===== src/rtl/fetch_sequencer.sv =====
// Fetch-stage controller: owns the PC, sequences instruction fetch, drives the
// F/D enable/flush, absorbs memory wait states and buffers one instruction under stall.
module fetch_sequencer #(
    parameter int unsigned     XLEN        = 32,
    parameter logic [XLEN-1:0] RESET_PC    = '0,
    parameter int unsigned     BOOT_CYCLES = 2,
    parameter int unsigned     CNT_W       = 16
) (
    input  logic             clk,
    input  logic             rst,
    input  logic             stall_D,
    input  logic             redir_E,
    input  logic [XLEN-1:0]  redir_pc_E,
    input  logic             imem_ready,
    input  logic [XLEN-1:0]  instr_in,
    output logic [XLEN-1:0]  pc_F,
    output logic             imem_req,
    output logic             fd_we,
    output logic             fd_flush,
    output logic             de_flush,
    output logic [XLEN-1:0]  instr_F,
    output logic [1:0]       state_o,
    output logic [CNT_W-1:0] fetch_cnt
);

    localparam int unsigned BOOT_W = (BOOT_CYCLES > 1) ? $clog2(BOOT_CYCLES) : 1;
    localparam logic [BOOT_W-1:0] BOOT_LAST = BOOT_W'(BOOT_CYCLES - 1);

    typedef enum logic [1:0] {
        BOOT = 2'd0,
        RUN  = 2'd1,
        WAIT = 2'd2,
        HOLD = 2'd3
    } state_t;

    state_t            state, state_d;
    logic [BOOT_W-1:0] boot_cnt, boot_d;
    logic [XLEN-1:0]   buffer, buf_d;
    logic [XLEN-1:0]   pc_d;
    logic [CNT_W-1:0]  cnt_d;
    logic              take_redir;

    assign state_o = state;

    // Next-state, PC/counter update and per-cycle pipeline controls.
    always_comb begin
        state_d    = state;
        boot_d     = boot_cnt;
        buf_d      = buffer;
        pc_d       = pc_F;
        cnt_d      = fetch_cnt;
        take_redir = 1'b0;
        imem_req   = 1'b0;
        fd_we      = 1'b0;
        fd_flush   = 1'b0;
        de_flush   = 1'b0;
        instr_F    = instr_in;

        case (state)
            BOOT: begin
                fd_flush = 1'b1;
                boot_d   = boot_cnt + BOOT_W'(1);
                if (boot_cnt == BOOT_LAST) begin
                    state_d = RUN;
                    boot_d  = '0;
                end
            end
            RUN: begin
                imem_req = 1'b1;
                if (redir_E) begin
                    take_redir = 1'b1;
                end else if (stall_D) begin
                    fd_we = 1'b0;
                end else if (!imem_ready) begin
                    fd_flush = 1'b1;
                    state_d  = WAIT;
                end else begin
                    fd_we = 1'b1;
                end
            end
            WAIT: begin
                imem_req = 1'b1;
                if (redir_E) begin
                    take_redir = 1'b1;
                    state_d    = RUN;
                end else if (imem_ready) begin
                    if (!stall_D) begin
                        fd_we   = 1'b1;
                        state_d = RUN;
                    end else begin
                        buf_d   = instr_in;
                        state_d = HOLD;
                    end
                end else if (!stall_D) begin
                    fd_flush = 1'b1;
                end
            end
            HOLD: begin
                instr_F = buffer;
                if (redir_E) begin
                    take_redir = 1'b1;
                    buf_d      = '0;
                    state_d    = RUN;
                end else if (!stall_D) begin
                    fd_we   = 1'b1;
                    state_d = RUN;
                end
            end
            default: state_d = BOOT;
        endcase

        // A redirect squashes both F/D and D/E; it never coincides with a load.
        if (take_redir) begin
            pc_d     = redir_pc_E;
            fd_flush = 1'b1;
            de_flush = 1'b1;
            fd_we    = 1'b0;
        end else if (fd_we) begin
            pc_d  = pc_F + XLEN'(4);
            cnt_d = fetch_cnt + CNT_W'(1);
        end
    end

    always_ff @(posedge clk or negedge rst) begin
        if (!rst) begin
            state     <= BOOT;
            boot_cnt  <= '0;
            buffer    <= '0;
            pc_F      <= RESET_PC;
            fetch_cnt <= '0;
        end else begin
            state     <= state_d;
            boot_cnt  <= boot_d;
            buffer    <= buf_d;
            pc_F      <= pc_d;
            fetch_cnt <= cnt_d;
        end
    end

endmodule


===== config.mk =====
export PLATFORM = sky130hd
export DESIGN_NAME = fetch_sequencer
export DESIGN_NICKNAME = d
export VERILOG_FILES = /design/src/rtl/fetch_sequencer.sv
export SDC_FILE = /design/constraint.sdc
export NUM_CORES = 1
export LEC_CHECK = 0
export ABC_AREA = 1
export CORE_MARGIN = 3
export CORE_UTILIZATION = 64
export DETAILED_ROUTE_END_ITERATION = 7
export DONT_BUFFER_PORTS = 1
export PLACE_DENSITY = 0.85
export SLEW_MARGIN = 10
export SYNTH_ARGS = -nofsm -noshare
export SYNTH_HDL_FRONTEND = slang
export SYNTH_SLANG_ARGS = --single-unit

===== constraint.sdc =====
create_clock -name clk -period 2 [get_ports clk]
set_input_delay 0.3 -clock clk [delete_from_list [all_inputs] [get_ports clk]]
set_output_delay 0.3 -clock clk [all_outputs]
set_load 0.01 [all_outputs]

Word level (Yosys, flattened, before mapping)
Index checks and enable logic that the tools add are counted.
{ "word_totals": {"regBits": 83, "input_bits": 69, "output_inout_bits": 86, "wordCells": 69} }
{ "classes": {"n_addsub": 3, "eq_ne": 13, "mux": 39, "bitwise": 1, "n_reduce_logical": 8} }
{ "ops": {"columns": ["operator", "n"], "rows": [
  ["two-way mux 32 bit", 7],
  ["case mux 32 bit (2 select lines)", 1],
  ["adder 32 x 3 -> 32 bit (second input constant)", 1],
  ["two-way mux 1 bit", 19],
  ["two-way mux 2 bit", 9],
  ["adder 16 x 1 -> 16 bit (second input constant)", 1],
  ["!= test 2 bit (second input constant)", 8],
  ["case mux 2 bit (4 select lines)", 1],
  ["!= test 3 bit (second input constant)", 2],
  ["case mux 1 bit (3 select lines)", 2],
  ["AND reduction 6 bit", 1],
  ["AND reduction 5 bit", 1],
  ["equality test 2 bit (second input constant)", 2],
  ["nonzero test 2 bit", 2],
  ["OR reduction 3 bit", 1],
  ["equality test 2 x 1 -> 1 bit (second input constant)", 1],
  ["zero test 2 bit", 1],
  ["AND reduction 2 bit", 1],
  ["OR reduction 2 bit", 1],
  ["adder 1 bit (second input constant)", 1],
  ["inverter 1 bit", 1]
]} }

Depth between registers and ports, before layout
{ "logic_depth": {"word_depth": 6, "mapped_depth": 12, "depth_no_buf": 11} }

Worst setup path before layout
OpenSTA, ideal clock, no wires.
{ "synth_path": {"path_kind": "register to output", "start": "reg state[0], in the netlist state_o[0]", "end": "out instr_F[10]", "arrival_ps": 1451, "required_time_ps": 1700, "slack_ps": 249, "path_stages_with_launch": 7, "path_buffers": 2, "path_cell_list": "dfrtp_1 -> ha_1 -> inv_2 -> buf_2 -> buf_1 -> nand2_1 -> o21ai_0"} }
{ "synth_via": {"elab_chain_len": 2} }
{ "synth_rtl": {"columns": ["element", "line_no", "rtl"], "rows": [
  ["start: declaration", "36", "state_t state, state_d;"],
  ["start signal: assignment", "132", "state <= state_d;"],
  ["equality test 2 bit", "59", "case (state)"],
  ["two-way mux 32 bit", "59", null],
  ["end: declaration", "21", "output logic [XLEN-1:0] instr_F,"]
]} }
Every way passes these cells.

Final worst setup path
{ "layout_path": {"start": "reg state[0], in the netlist state_o[0]", "end": "out fd_flush"} }
{ "layout_via": {"elab_chain_len": 4, "word_cells_on_any_way": 8, "classes_between": "eq/ne (3); mux (3); reduce/logical (2)"} }
{ "layout_rtl": {"columns": ["element", "line_no", "rtl"], "rows": [
  ["equality test 2 bit / equality test 2 x 1 -> 1 bit (equally long branches)", "59", null],
  ["OR reduction 3 bit (no source line)", null, null],
  ["two-way mux 1 bit", null, null],
  ["two-way mux 1 bit *", "113", "if (take_redir) begin"],
  ["end: declaration", "19", "output logic fd_flush,"]
]} }
Mark *: on every way between the ends. The rest lies on a longest branch, timed or not.

==> results.cfg <==
[setup_path]
end_kind = output port
reg2reg_from = state_o[0]
cp-start-kind = flip-flop
crit_buf_inv = 3
rr_worst_depth = 10
slowest_stage = dfrtp_2
crit_chain = inv_1, ha_2, inv_2, nand2_2, nand3_1, nand2_1, inv_1, o21ai_2
crit_type = reg2out
crit_family = flip-flops
ff2ff_setup_slack_ns = 0.17
worst-path-max-fanout = 4
cp.arrival_ns = 1.69
reg2reg_to = fetch_cnt[3]
critPathRequiredTime_ns = 1.70
crit_path_frequent_cell = inv_1
critPathMaxStageDelay_ns = 0.45

[synthesis]
syn_avg_cell_area_um2 = 6.90
syn_nets = 832
syn-cell-area_um2 = 5210
synthesis.instances = 754
synth_seq_cells = 83
netlist-cell-type-count = 29
ys_warn_count = 0
yosysSeqAreaShare_pct = 39.9

[outcome]
outcome = finished, violations left
violations = negative hold slack

[routing]
vias = 4959
wl_per_cell_um = 14.9
drt_iter0_drc = 229
wirelength_mm = 13.3
drc_errors = 0
routed_via_density = 5.56
ant_nets = 0
firstDrtPassIters = 5

[grt]
overflow = 0
antenna_found_initial = 0
first_global_vias = 4619
grt_pass1_wl_mm = 21.0
grt_usage_pct = 28.8
grt_max_degree = 84

[final_layout]
layout-area-overhead-vs-synth_pct = 12.9
drive_gt1_share_pct = 12.4
fin_nets = 863
fin_area_um2 = 5880
diodes = 0

[clock_network]
cts.clk_slew.worst_paths_ns = 0.09
cts_max_path_buffers = 2
cts_sinks = 83
cts_tree = done
cts.htree.levels = 3
numCtsBuffers = 9
cts-root-buf = clkbuf_8
clk_latency_ns = 0.36

[sta]
fin_worst_skew_ns = 0.00888
worst_slew_pin_slew_ns = 0.410
timing.slew.headroom_pct = 72.5
finalSetupViolations = 0
final_hold_viol_count = 83
finalCritPeriodShare_pct = 99.5
fmax_mhz = 502
postLayoutSetupSlackWorst_ns = 0.00925
hold_slack_ns = -0.377
period_minus_slack_ns = 1.99
rsz0062_at_grt = true
slew_violations = 0

[hold_path]
hold_path_class = in2async

[placement]
gp_congestion = 0.942
post-place-ws_ns = 0.0281
port_buffers = 0
place_hpwl_mm = 9.55
placed_area_um2 = 5530

[floorplanning]
dieHeight_um = 96.2
core_area_um2 = 7810
start_util_pct = 66.7
fp-row-count = 32
die_area_um2 = 9250
num_io_pins = 155
die_w_um = 96.2

[pwr]
cellPowerDensity_nw_per_um2 = 1220
finalPower_mw = 7.17
irDropWorstVdd_v = 0.000838
p_leak_nw = 2.93

[job]
maxCapViolations = 0
[layer usage]
layer / part of all wire (%) / track usage (%) / wire, µm / vias to the layer above
met5: 0 / 0 / 0 / -
met4: 1.9 / 11.0 / 248 / 0
met3: 10 / 8.37 / 1330 / 24
met2: 48 / 46.5 / 6370 / 228
met1: 40 / 36.3 / 5320 / 2302
li1: - / - / - / 2405
[worst reg2reg max path: stages, from the launching register on]
cell and delay (ns):
dfrtp_2 0.45, buf_4 0.15, ha_4 0.15, inv_1 0.08
nand2_2 0.08, nand3_2 0.09, nand2_1 0.07, nand2_2 0.07
buf_6 0.28, nor2_1 0.12, xor2_1 0.16
[layout make-up]
cell class / count / area, µm²
Inverter: 94 / 363
Clock buffer: 10 / 128
Clock inverter: 6 / 73.8
Fill cell: 610 / 1930
Tap cell: 102 / 128
Timing Repair Buffer: 49 / 458
Multi-Input combinational cell: 548 / 2650
Sequential cell: 83 / 2080
[timing repair]
action	4_1_cts	5_1_grt
gates resized for setup	7	18
pin swaps	0	1
buffers inserted	1	3
hold endpoints to repair	83	83
cloned	1	1
setup endpoints to repair	33	55
[layout by cell type (no fill, tap or decap), types with 2 or more instances in the layout]
cell          n
nand2_1     273
inv_1        89
nand3_1      82
dfrtp_1      81
o21ai_0      55
nor2_1       47
buf_4        41
xor2_1       15
o21ai_1      14
xnor2_1      11
clkbuf_8      9
nor2_4        8
nor3_1        7
nand2_2       6
nand3b_1      6
ha_1          6
nor2_2        5
inv_2         3
buf_12        3
inv_8         2
nand4_1       2
ha_4          2
clkinvlp_4    2
buf_6         2
dfrtp_2       2
[where the power goes]
part           internal [mW]  switching, mW  total, mW
sequential              2.32          0.888       3.21
clock                  0.593          0.656       1.25
combinational           1.09           1.62       2.71
[registers in the layout (all words and copies together) (netlist names)]
name / cells
pc_F: 32
boot_cnt: 1
state_o: 2
fetch_cnt: 16
buffer: 32
[Yosys cell counts (all sizes together)]
library cell	n	area share (%)
nand2	279	20
inv	94	6.8
dfrtp	83	40
nand3	83	8.1
o21ai	70	6.7
nor2	60	5.6
buf	20	2.5
xor2	15	2.5
xnor2	11	1.9
clkbuf	9	0.65
ha	9	2.2
nor3	7	0.67
nand3b	6	0.87
nand4	2	0.24
or2	2	0.24
a21boi	1	0.36
and3	1	0.12
o2111ai	1	0.17
o211ai	1	0.14
[metrics by stage]
step | hold WS, ns | cells | TNS [ns] | util [%]
4_1_cts | -0.385 | 888 | 0 | 74.1
3_5_place_dp | 0.00623 | 870 | 0 | 70.8
2_1_floorplan | 0.00441 | 754 | 0 | -
6_report | -0.377 | 892 | 0 | 75.3
5_1_grt | -0.401 | 892 | -0.0665 | 75.3
3_3_place_gp | 0.00708 | 870 | 0 | 70.8
[kinds of logic (layout without fill, tap and decap cells)]
| logic type | after synthesis | count (layout) | share of synthesized area, % |
|---|---|---|---|
| AOI/OAI and AO/OA | 73 | 73 | 7.40 |
| xor gates and xnor gates | 26 | 26 | 4.37 |
| adders and majority gates | 9 | 9 | 2.16 |
| buffers and inverters | 123 | 159 | 9.97 |
| DFF | 83 | 83 | 39.9 |
| and+or+nand+nor | 440 | 440 | 36.2 |
[how the worst max path moves through the flow]
stage                    start           end  slack [ns]  cells after the start
detailed placement  state_o[1]      pc_F[31]        0.03                     12
global route        state_o[1]      fd_flush       -0.05                      8
CTS                 state_o[1]   instr_F[20]       0.008                      6
finish              state_o[0]      fd_flush       0.009                      8
global placement    state_o[1]  fetch_cnt[4]        0.16                     10
floorplan           state_o[0]   instr_F[10]        0.25                      6
(Power assumes the default switching activity.)
